[config.mk]
export PLATFORM = sky130hd
export DESIGN_NAME = multi_port_mem_arbiter_flat
export DESIGN_NICKNAME = d
export VERILOG_FILES = /design/src/rtl/multi_port_mem_arbiter_if.sv /design/src/rtl/multi_port_mem_arbiter.sv /design/src/flat_wrapper.sv
export SDC_FILE = /design/constraint.sdc
export NUM_CORES = 1
export LEC_CHECK = 0
export ABC_AREA = 1
export CELL_PAD_IN_SITES_DETAIL_PLACEMENT = 0
export CELL_PAD_IN_SITES_GLOBAL_PLACEMENT = 1
export CORE_ASPECT_RATIO = 1.2
export CORE_MARGIN = 2
export CORE_UTILIZATION = 10
export DETAILED_ROUTE_END_ITERATION = 10
export PLACE_DENSITY_LB_ADDON = 0.1
export REMOVE_ABC_BUFFERS = 1
export SETUP_SLACK_MARGIN = 0.1
export SYNTH_ARGS = -nofsm -noshare
export SYNTH_HDL_FRONTEND = slang
export SYNTH_SLANG_ARGS = --single-unit
[constraint.sdc]
create_clock -name CLK -period 1.25 [get_ports CLK]
set_input_delay 0.25 -clock CLK [delete_from_list [all_inputs] [get_ports CLK]]
set_output_delay 0.25 -clock CLK [all_outputs]
set_load 0.02 [all_outputs]
[src/rtl/multi_port_mem_arbiter_if.sv]
// Signal bundle between the channel masters, multi_port_mem_arbiter and the shared bus port.
// The master modport is the arbiter's view (it masters the bus); slave is the environment's view.
interface multi_port_mem_arbiter_if #(
   parameter int NUM_CH = 2,
   parameter int ADDR_W = 32,
   parameter int DATA_W = 32
);
   logic [NUM_CH-1:0]            req_ren;
   logic [NUM_CH-1:0]            req_wen;
   logic [NUM_CH*ADDR_W-1:0]     req_addr;
   logic [NUM_CH*DATA_W-1:0]     req_wdata;
   logic [NUM_CH*(DATA_W/8)-1:0] req_byte_en;
   logic [NUM_CH-1:0]            req_busy;
   logic [DATA_W-1:0]            req_rdata;

   logic                         out_ren;
   logic                         out_wen;
   logic [ADDR_W-1:0]            out_addr;
   logic [DATA_W-1:0]            out_wdata;
   logic [DATA_W/8-1:0]          out_byte_en;
   logic                         out_busy;
   logic [DATA_W-1:0]            out_rdata;

   modport master (
      input  req_ren, req_wen, req_addr, req_wdata, req_byte_en,
      output req_busy, req_rdata,
      output out_ren, out_wen, out_addr, out_wdata, out_byte_en,
      input  out_busy, out_rdata
   );

   modport slave (
      output req_ren, req_wen, req_addr, req_wdata, req_byte_en,
      input  req_busy, req_rdata,
      input  out_ren, out_wen, out_addr, out_wdata, out_byte_en,
      output out_busy, out_rdata
   );
endinterface

[src/rtl/multi_port_mem_arbiter.sv]
// N-channel arbiter onto one generic-bus port; each grant is held through a REQ/WAIT transaction.
// Define MEM_ARB_ROUND_ROBIN_EN for round-robin arbitration; otherwise channel 0 has fixed top priority.
module multi_port_mem_arbiter #(
   parameter int NUM_CH        = 2,
   parameter int ADDR_W        = 32,
   parameter int DATA_W        = 32,
   parameter bit LITTLE_ENDIAN = 1'b1
) (
   input  logic                     CLK,
   input  logic                     nRST,
   multi_port_mem_arbiter_if.master mif
);
   localparam int IDX_W = (NUM_CH > 1) ? $clog2(NUM_CH) : 1;
   localparam int BE_W  = DATA_W / 8;

   typedef enum logic [1:0] {IDLE, REQ, WAIT} state_e;

   state_e            state_q, state_d;
   logic [IDX_W-1:0]  grant_q, grant_d;
   logic [IDX_W-1:0]  winner;
   logic [NUM_CH-1:0] active;
   logic              any_active;

   function automatic logic [DATA_W-1:0] swap(input logic [DATA_W-1:0] d);
      logic [DATA_W-1:0] r;
      for (int b = 0; b < BE_W; b++) r[b*8 +: 8] = d[(BE_W-1-b)*8 +: 8];
      return LITTLE_ENDIAN ? r : d;
   endfunction

   assign active     = mif.req_ren | mif.req_wen;
   assign any_active = |active;

`ifdef MEM_ARB_ROUND_ROBIN_EN
   logic [IDX_W-1:0] rr_ptr_q, rr_ptr_d;

   function automatic logic [IDX_W-1:0] wrap_add(input logic [IDX_W-1:0] base, input int k);
      int s = int'(base) + k;
      if (s >= NUM_CH) s -= NUM_CH;
      return IDX_W'(s);
   endfunction

   // Scanning downward leaves the first active channel at or above rr_ptr as the winner.
   always_comb begin
      winner = rr_ptr_q;
      for (int k = NUM_CH-1; k >= 0; k--)
         if (active[wrap_add(rr_ptr_q, k)]) winner = wrap_add(rr_ptr_q, k);
   end

   assign rr_ptr_d = (state_q == IDLE && any_active) ? wrap_add(winner, 1) : rr_ptr_q;

   always_ff @(posedge CLK) begin
      if (!nRST) rr_ptr_q <= '0;
      else       rr_ptr_q <= rr_ptr_d;
   end
`else
   always_comb begin
      winner = '0;
      for (int i = NUM_CH-1; i >= 0; i--)
         if (active[i]) winner = IDX_W'(i);
   end
`endif

   always_comb begin
      // NOTE: every output and next-state value gets a default first so no path leaves a latch.
      state_d         = state_q;
      grant_d         = grant_q;
      mif.out_ren     = 1'b0;
      mif.out_wen     = 1'b0;
      mif.out_addr    = '0;
      mif.out_byte_en = mif.req_byte_en[grant_q*BE_W +: BE_W];
      mif.out_wdata   = swap(mif.req_wdata[grant_q*DATA_W +: DATA_W]);
      mif.req_busy    = '1;
      case (state_q)
         IDLE: begin
            if (any_active) begin
               grant_d = winner;
               state_d = REQ;
            end
         end
         REQ: begin
            // A write wins over a simultaneous read; a dropped request aborts with no bus strobe.
            mif.out_wen  = mif.req_wen[grant_q];
            mif.out_ren  = mif.req_ren[grant_q] & ~mif.req_wen[grant_q];
            mif.out_addr = mif.req_addr[grant_q*ADDR_W +: ADDR_W];
            state_d      = active[grant_q] ? WAIT : IDLE;
         end
         WAIT: begin
            mif.req_busy[grant_q] = mif.out_busy;
            if (!mif.out_busy) state_d = IDLE;
         end
         default: state_d = IDLE;
      endcase
   end

   assign mif.req_rdata = swap(mif.out_rdata);

   always_ff @(posedge CLK) begin
      // NOTE: state registers use non-blocking assignments so every flop samples pre-edge values.
      if (!nRST) begin
         state_q <= IDLE;
         grant_q <= '0;
      end else begin
         state_q <= state_d;
         grant_q <= grant_d;
      end
   end
endmodule

[src/flat_wrapper.sv]
// flat-port wrapper written by rule: the top's interface ports become plain ports
module multi_port_mem_arbiter_flat 
#(
   parameter int NUM_CH        = 2,
   parameter int ADDR_W        = 32,
   parameter int DATA_W        = 32,
   parameter bit LITTLE_ENDIAN = 1'b1
)
  (CLK, nRST, mif_req_ren, mif_req_wen, mif_req_addr, mif_req_wdata, mif_req_byte_en, mif_req_busy, mif_req_rdata, mif_out_ren, mif_out_wen, mif_out_addr, mif_out_wdata, mif_out_byte_en, mif_out_busy, mif_out_rdata);
  multi_port_mem_arbiter_if #(.NUM_CH(NUM_CH), .ADDR_W(ADDR_W), .DATA_W(DATA_W)) mif_i ();
  input  logic CLK;
  input  logic nRST;
  input wire logic [$bits(mif_i.req_ren)-1:0] mif_req_ren;
  input wire logic [$bits(mif_i.req_wen)-1:0] mif_req_wen;
  input wire logic [$bits(mif_i.req_addr)-1:0] mif_req_addr;
  input wire logic [$bits(mif_i.req_wdata)-1:0] mif_req_wdata;
  input wire logic [$bits(mif_i.req_byte_en)-1:0] mif_req_byte_en;
  output wire logic [$bits(mif_i.req_busy)-1:0] mif_req_busy;
  output wire logic [$bits(mif_i.req_rdata)-1:0] mif_req_rdata;
  output wire logic [$bits(mif_i.out_ren)-1:0] mif_out_ren;
  output wire logic [$bits(mif_i.out_wen)-1:0] mif_out_wen;
  output wire logic [$bits(mif_i.out_addr)-1:0] mif_out_addr;
  output wire logic [$bits(mif_i.out_wdata)-1:0] mif_out_wdata;
  output wire logic [$bits(mif_i.out_byte_en)-1:0] mif_out_byte_en;
  input wire logic [$bits(mif_i.out_busy)-1:0] mif_out_busy;
  input wire logic [$bits(mif_i.out_rdata)-1:0] mif_out_rdata;
  assign mif_i.req_ren = mif_req_ren;
  assign mif_i.req_wen = mif_req_wen;
  assign mif_i.req_addr = mif_req_addr;
  assign mif_i.req_wdata = mif_req_wdata;
  assign mif_i.req_byte_en = mif_req_byte_en;
  assign mif_req_busy = mif_i.req_busy;
  assign mif_req_rdata = mif_i.req_rdata;
  assign mif_out_ren = mif_i.out_ren;
  assign mif_out_wen = mif_i.out_wen;
  assign mif_out_addr = mif_i.out_addr;
  assign mif_out_wdata = mif_i.out_wdata;
  assign mif_out_byte_en = mif_i.out_byte_en;
  assign mif_i.out_busy = mif_out_busy;
  assign mif_i.out_rdata = mif_out_rdata;
  multi_port_mem_arbiter #(.NUM_CH(NUM_CH), .ADDR_W(ADDR_W), .DATA_W(DATA_W), .LITTLE_ENDIAN(LITTLE_ENDIAN)) u_core (.CLK(CLK), .nRST(nRST), .mif(mif_i));
endmodule
# Word level (Yosys, flattened, before mapping)
# Cells that the tools add are included.
word_totals:
  output_inout_bits: 104
  reg_bits: 3
  elab_cells: 39
classes:
  n_reduce_logical: 5
  n_eq_ne: 4
  magnitude_cmp: 2
  shift: 3
  bitwise_logic: 5
  mux: 18
op_table:
  columns: ["cell", "count"]
  rows:
  - ["64-bit by 7-bit indexed part select with 32-bit output", 2]
  - ["32-bit 2-to-1 mux", 1]
  - ["1-bit 2-to-1 mux", 11]
  - ["2-bit 2-to-1 mux", 4]
  - ["8-bit by 4-bit indexed part select with 4-bit output", 1]
  - ["2-bit case mux with 3 select lines", 1]
  - ["2-bit OR", 2]
  - ["2-bit AND reduction", 2]
  - ["2-bit by 1-bit == test with 1-bit output, second input constant", 1]
  - ["2-bit == test, second input constant", 1]
  - ["2-bit zero test", 1]
  - ["1-bit by 2-bit less-than comparator with 1-bit output, second input constant", 1]
  - ["2-bit by 1-bit inequality test with 1-bit output, second input constant", 1]
  - ["2-bit inequality test, second input constant", 1]
  - ["2-bit NOT", 1]
  - ["2-bit OR reduction", 1]
  - ["1-bit bitwise AND", 1]
  - ["1-bit demux with 1-bit select", 1]
  - ["1-bit greater-or-equal comparator, second input constant", 1]
  - ["1-bit logical AND", 1]
  - ["1-bit NOT", 1]

# Longest topological paths before layout
# Gate-level depths: netlist of the first run.
depth:
  ltp_word: 7
  ltp_mapped: 5
  depth_no_buf: 5

# Worst setup path after synthesis of the first run
# No wires, ideal clock.
synth_path:
  path_kind: "register to output"
  startpoint: "reg u_core.grant_q"
  endpoint: "out mif_out_addr[0]"
  required_ps: 1000
  n_path_buf: 2
  slack_ps: -24
  t_arrival_ps: 1024
  path_stages_with_launch: 5
  path_cell_list: "dfxtp_1 -> buf_4 -> buf_6 -> nand2_1 -> a21oi_1"
synth_via:
  elab_chain_len: 2
synth_lines:
  columns: ["item", "line", "source"]
  rows:
  - ["start, declared", "multi_port_mem_arbiter.sv:19", "logic [IDX_W-1:0] grant_q, grant_d;"]
  - ["start signal, assigned", "multi_port_mem_arbiter.sv:104", "grant_q <= grant_d;"]
  - ["64-bit by 7-bit indexed part select with 32-bit output", "multi_port_mem_arbiter.sv:84", "mif.out_addr = mif.req_addr[grant_q*ADDR_W +: ADDR_W];"]
  - ["32-bit 2-to-1 mux", "multi_port_mem_arbiter.sv:73", "case (state_q)"]
  - ["end, declared", "flat_wrapper.sv:22", "output wire logic [$bits(mif_i.out_addr)-1:0] mif_out_addr;"]
# No other way between the ends.

# Worst setup path after layout of the first run
layout_path:
  startpoint: "reg u_core.grant_q"
  endpoint: "out mif_out_wdata[2]"
layout_via:
  elab_chain_len: 1
layout_lines:
  columns: ["item", "line", "source"]
  rows:
  - ["64-bit by 7-bit indexed part select with 32-bit output", "multi_port_mem_arbiter.sv:71", "mif.out_wdata = swap(mif.req_wdata[grant_q*DATA_W +: DATA_W]);"]
  - ["end, declared", "flat_wrapper.sv:23", "output wire logic [$bits(mif_i.out_wdata)-1:0] mif_out_wdata;"]
# No other way between the ends.

==> out/qor.txt, run 1 <==
largest net degree at the start of global routing: 33
part of the cycle the worst path needs: 127.8%
CTS clk-pin slew, worst paths: 0.03 ns
Cell variety after synth: 13
Die Span X: 110.3 um
antenna cell count: 0
final worst setup slack: -0.3475 ns
power per cell area: 738.5 mW/mm^2
Seq. cell area: 63.81 um^2
Arrival @ worst endpoint: 1.35 ns
fin crit period: 1.597 ns
status: finished with violations
crit path capture type: output port
failing checks: negative setup slack
total track usage: 13.18%
Core ar.: 0.01324 mm^2
Final TNS setup: -18.00 ns
Post-Syn Instances: 287
CTS tree: yes
Synth Warn #: 0
number of detailed-route iterations in the first pass: 4
die area: 0.01450 mm^2
Synth Area in Adders: 0%
R2R setup slack: 0.11 ns
routability cong.: 0.7381
HPWL Detailed: 7833 um
Max Slew Vio Count: 0
io pins: 279
Mean Syn Cell Area: 4.721 um^2
P&R area growth vs syn: 204.0%
DR DRC count: 0
type of the worst min-delay path: input pin to output port
placed insts: 647
Initial Util: 10.24%
fmax: 626.0 MHz
final setup fails: 72
crit start category: register
Worst Max-Slew Pin Slew: 0.2390 ns
Synth top area share: 49.31%
Fillers: 1512
vias: 2618
clk sink count: 3
Synth Area in XOR/XNOR: 0%
final std cells w/o fill: 672
layout cells sized above 1: 35.32%
Crit Path Category: register to output port
Compound-Gate Fraction of Synth Area: 14.40%
leading area contributor after synthesis: nand2_1
GRT overflow: 0
Max Cap Viol: 0
Post-CTS Hold Buffers: 0
antenna viol nets, final: 0
CTS buffer count: 3
H-tree depth: 1
Max-Slew Margin vs Limit: 83.90%
post-synthesis sequential area ratio: 4.432%
drt initial violations: 68
unrepaired setup endpoints after global routing: true
Worst Skew: 0.001910 ns
synthesized area: 0.001355 mm^2
P_leak: 0.001904 uW
first-pass GRT wire length: 14310 um
largest family of logic cells by synthesized area: simple AND/OR/NAND/NOR gates
final hold viol count: 0
clock buffer depth: 2
nets: 680
mux contribution to synthesized area: 0%
Yosys reg bits: 3
initial antenna violation count: 0
Worst VDD drop: 387.3 uV
synth top area cells: nand2_1, buf_4, a21oi_1, buf_2, dfxtp_1
vias in the first global route: 2496
Design Power: 3042 uW
detailed-route wire length: 10890 um
clock root buffer: clkbuf_16
row count: 46
simple-gate portion of the synthesized area: 52.82%
Routed WL per cell: 16.20 um
die height: 131.5 um
critical path fanouts, max: 7
Clk Latency, worst-skew pair: 0.22 ns
I/O Buffers: 214
DR vias/cell: 3.896
worst path required time: 1.00 ns
area of the multi-input gates: 0.001060 mm^2
-- routing by layer --
layer	GRT usage [%]	share of wire (%)	wire length (um)	vias to the layer above
li1	-	-	-	1287
met1	14.50	38	4162	1150
met2	22.19	46	4997	173
met3	7.540	15	1601	6
met4	1.250	0.52	57	2
met5	4.511	0.63	69	-
-- synthesized netlist by cell type --
cell type,instances
nand2_1,178
a21oi_1,35
buf_4,33
buf_2,13
inv_1,6
nor2_1,6
buf_6,4
dfxtp_1,3
nand3_1,3
o21ai_0,2
o21ai_1,2
inv_2,1
nor3_2,1
-- cell usage in the layout (no fill, tap or decap), types with 2 or more instances in the layout --
cell type | Yosys | layout
buf_4 | 33 | 55
nor2_1 | 6 | 4
buf_12 | 0 | 5
clkbuf_16 | 0 | 5
buf_16 | 0 | 3
clkdlybuf4s50_1 | 0 | 142
a21oi_2 | 0 | 11
buf_6 | 4 | 48
inv_1 | 6 | 6
nand2_1 | 178 | 142
buf_8 | 0 | 2
nand3_1 | 3 | 3
dfxtp_1 | 3 | 2
buf_2 | 13 | 6
nand2_2 | 0 | 36
o21ai_2 | 0 | 2
a21oi_1 | 35 | 24
-- logic make-up (layout without fill, tap and decap cells) --
logic type	after synthesis	in the layout
AND/OR/NAND/NOR	188	188
buffers and inverters	57	274
AO/OA/AOI/OAI	39	39
flip-flops	3	3
-- final timing paths --
path                           from           endpoint  depth (start not counted)
setup reg to reg     u_core.grant_q  u_core.state_q[1]                          6
hold / removal    mif_out_rdata[14]  mif_req_rdata[22]                          0
hold reg to reg   u_core.state_q[1]  u_core.state_q[0]                          3
setup / recovery     u_core.grant_q   mif_out_wdata[2]                          7
-- report_power, final --
group	switching, uW	internal [uW]	total, uW
registers	17.8	108	126
logic	1100	1300	2410
clock network	89.3	421	510
-- worst max-delay path, stage by stage (launching register included) --
cell and delay, ns:
dfxtp_4 0.42, clkinv_8 0.11, buf_12 0.15, buf_6 0.11, buf_6 0.11, nand2_2 0.05
nand2_2 0.05, buf_6 0.12
-- metrics by stage --
stage / util [%] / hold WS [ns] / setup slack (ns) / area (um^2)
after floorplan: - / 0.3742 / -1.632 / 997.2
after global placement: 27.37 / 0.5001 / -0.7182 / 3623
after detailed placement: 27.37 / 0.5001 / -0.7049 / 3623
after CTS: 28.78 / 0.5001 / -0.3750 / 3810
after global routing: 31.12 / 0.5001 / -0.3984 / 4119
final: 31.12 / 0.5000 / -0.3475 / 4119
-- flip-flops by register name (all words and copies together), names as in the netlist --
| name | count |
|---|---|
| u_core.grant_q | 1 |
| u_core.state_q | 2 |
-- what timing repair did --
action                     in CTS  in global routing
gates cloned                    4                  3
hold endpoints to repair        0                  0
setup endpoints to repair      72                 73
pin swaps                       2                  9
gates resized for setup       365                102
setup buffers                   9                  6
-- layout make-up --
cell class              instances  area share, %
well taps                     168          5.103
multi-input cells             227          25.73
clock buffers                   4          1.914
flip-flops and latches          3          1.549
inverters                       7         0.9417
repair buffers                263          64.76
Power figures use the tool's default switching activity.
==> inputs of run 2 (changes only) <==
- CTS_BUF_LIST: not set -> sky130_fd_sc_hd__clkbuf_4 sky130_fd_sc_hd__clkbuf_8 sky130_fd_sc_hd__clkbuf_16
==> run 2 against run 1 <==
Against the previous run:
- the flow still finishes with violations (negative setup slack)
- total power rose by 0.72%
- setup slack hardly changed
- first-iteration DRC count increased by 2.9%
- hold slack is the same
- sequential power about the same
- routed wire length hardly changed
- count of clock-buffer cells in the layout unchanged
- critical path type unchanged
==> out/qor.txt, run 2 (synthesis gave the netlist of run 1 again) <==
status: finished with violations
failing checks: negative setup slack
detailed-route wire length: 10890 um
WHS Path Cells: 0
Worst path slowest cell: dfxtp_4
unrepaired setup endpoints after global routing: true
crit start category: register
final core utilization: 31.14%
Buf/Inv on CP: 5
P_leak: 0.001908 uW
worst path required time: 1.00 ns
die area: 0.01450 mm^2
CTS clk-pin slew, worst paths: 0.03 ns
DR vias/cell: 3.890
reg2reg path depth: 6
Pint: 1854 uW
hold path startpoint: mif_out_rdata[14]
type of the worst min-delay path: input pin to output port
Arrival @ worst endpoint: 1.35 ns
Initial Util: 10.24%
fin crit period: 1.598 ns
share of power burned in registers: 4.1%
die height: 131.5 um
HPWL Detailed: 7833 um
Final TNS setup: -18.00 ns
total track usage: 13.18%
Clk Latency, worst-skew pair: 0.22 ns
H-tree depth: 1
Max Cap Viol: 0
crit path cell chain: clkinv_8, buf_12, buf_6, buf_6, nand2_2, nand2_2, buf_6
final setup fails: 72
Fillers: 1513
largest registers: u_core.state_q: 2 flops, u_core.grant_q: 1 flops
vias: 2614
power per cell area: 743.2 mW/mm^2
Max Slew Vio Count: 0
row count: 46
fmax: 626.0 MHz
Logic pwr share: 78.5%
max reg flops: 2
antenna cell count: 0
part of the cycle the worst path needs: 127.8%
nets: 680
Max-Slew Margin vs Limit: 83.87%
Worst Max-Slew Pin Slew: 0.2395 ns
Levels on crit path: 7
antenna viol nets, final: 0
GRT overflow: 0
clock buffer depth: 2
I/O Buffers: 214
final worst setup slack: -0.3475 ns
most frequent CP cell: buf_6
P&R area growth vs syn: 204.2%
CP top delay family: buffers and inverters
clk sink count: 3
final hold viol count: 0
Net Sw Frac: 39.47%
Core ar.: 0.01324 mm^2
most frequent cells in the layout: nand2_1, clkdlybuf4s50_1, buf_4
initial antenna violation count: 0
layout cells sized above 1: 35.52%
CTS buffer count: 3
clock power share: 17.4%
DR DRC count: 0
Top reg by flops: u_core.state_q
delay of the slowest cell on the worst path: 0.42 ns
CTS tree: yes
critical path fanouts, max: 7
drt initial violations: 70
CP Launch Point: u_core.grant_q
Worst Skew: 0.002069 ns
Worst VDD drop: 387.3 uV
crit path capture type: output port
routability cong.: 0.7381
RR Startpoint: u_core.grant_q
vias in the first global route: 2501
Die Span X: 110.3 um
number of detailed-route iterations in the first pass: 4
io pins: 279
Crit Path Category: register to output port
Place WS: -0.7049 ns
Psw: 1209 uW
first-pass GRT wire length: 14320 um
clock root buffer: clkbuf_16
Routed WL per cell: 16.20 um
largest net degree at the start of global routing: 33
## run 2: cell count changes in the layout (fill, tap and decap cells not counted)
cell	previous run	this run
clkbuf_1	1	0
clkbuf_4	0	1
## run 2: worst paths after layout
check                       to  slack [ns]
max           mif_out_wdata[2]       -0.35
min reg2reg  u_core.state_q[0]        0.60
max reg2reg  u_core.state_q[1]        0.11
min          mif_req_rdata[22]        0.50
## run 2: what timing repair did
action                                  4_1_cts  5_1_grt
resized for setup                           365      102
buffers inserted                              9        6
cloned                                        4        3
hold buffers                                  0        0
endpoints found under the setup margin       72       73
pin swaps                                     2        9
## run 2: final cells by class
| cell class | count | area, um^2 | area share (%) |
|---|---|---|---|
| Timing Repair Buffer | 263 | 2668 | 64.70 |
| Multi-Input combinational cell | 227 | 1060 | 25.71 |
| Tap cell | 168 | 210.2 | 5.099 |
| Clock buffer | 4 | 82.58 | 2.003 |
| Sequential cell | 3 | 63.81 | 1.548 |
| Inverter | 7 | 38.79 | 0.9408 |
## run 2: power by group through the flow
| stage | clock, uW | combinational, uW | sequential [uW] |
|---|---|---|---|
| 4_1_cts | 540 | 2200 | 124 |
| 6_report | 533 | 2410 | 126 |
| 2_1_floorplan | 0 | 731 | 161 |
| 3_3_place_gp | 0 | 2080 | 120 |
| 5_1_grt | 546 | 2580 | 128 |
| 3_5_place_dp | 0 | 2070 | 121 |
## run 2: routing by layer
layer	track usage (%)	up-vias	routed length [um]
met2	22.19	173	4997
li1	-	1287	-
met1	14.50	1146	4161
met3	7.540	6	1601
met5	4.511	-	69
met4	1.250	2	57
## run 2: stage by stage
stage	total power [uW]	cells	cell area, um^2	hold WS (ns)
final	3064	672	4123	0.5000
after global routing	3257	672	4123	0.5001
after CTS	2865	664	3814	0.5001
after detailed placement	2194	647	3623	0.5001
after global placement	2201	647	3623	0.5001
after floorplan	892.1	237	997.2	0.3742
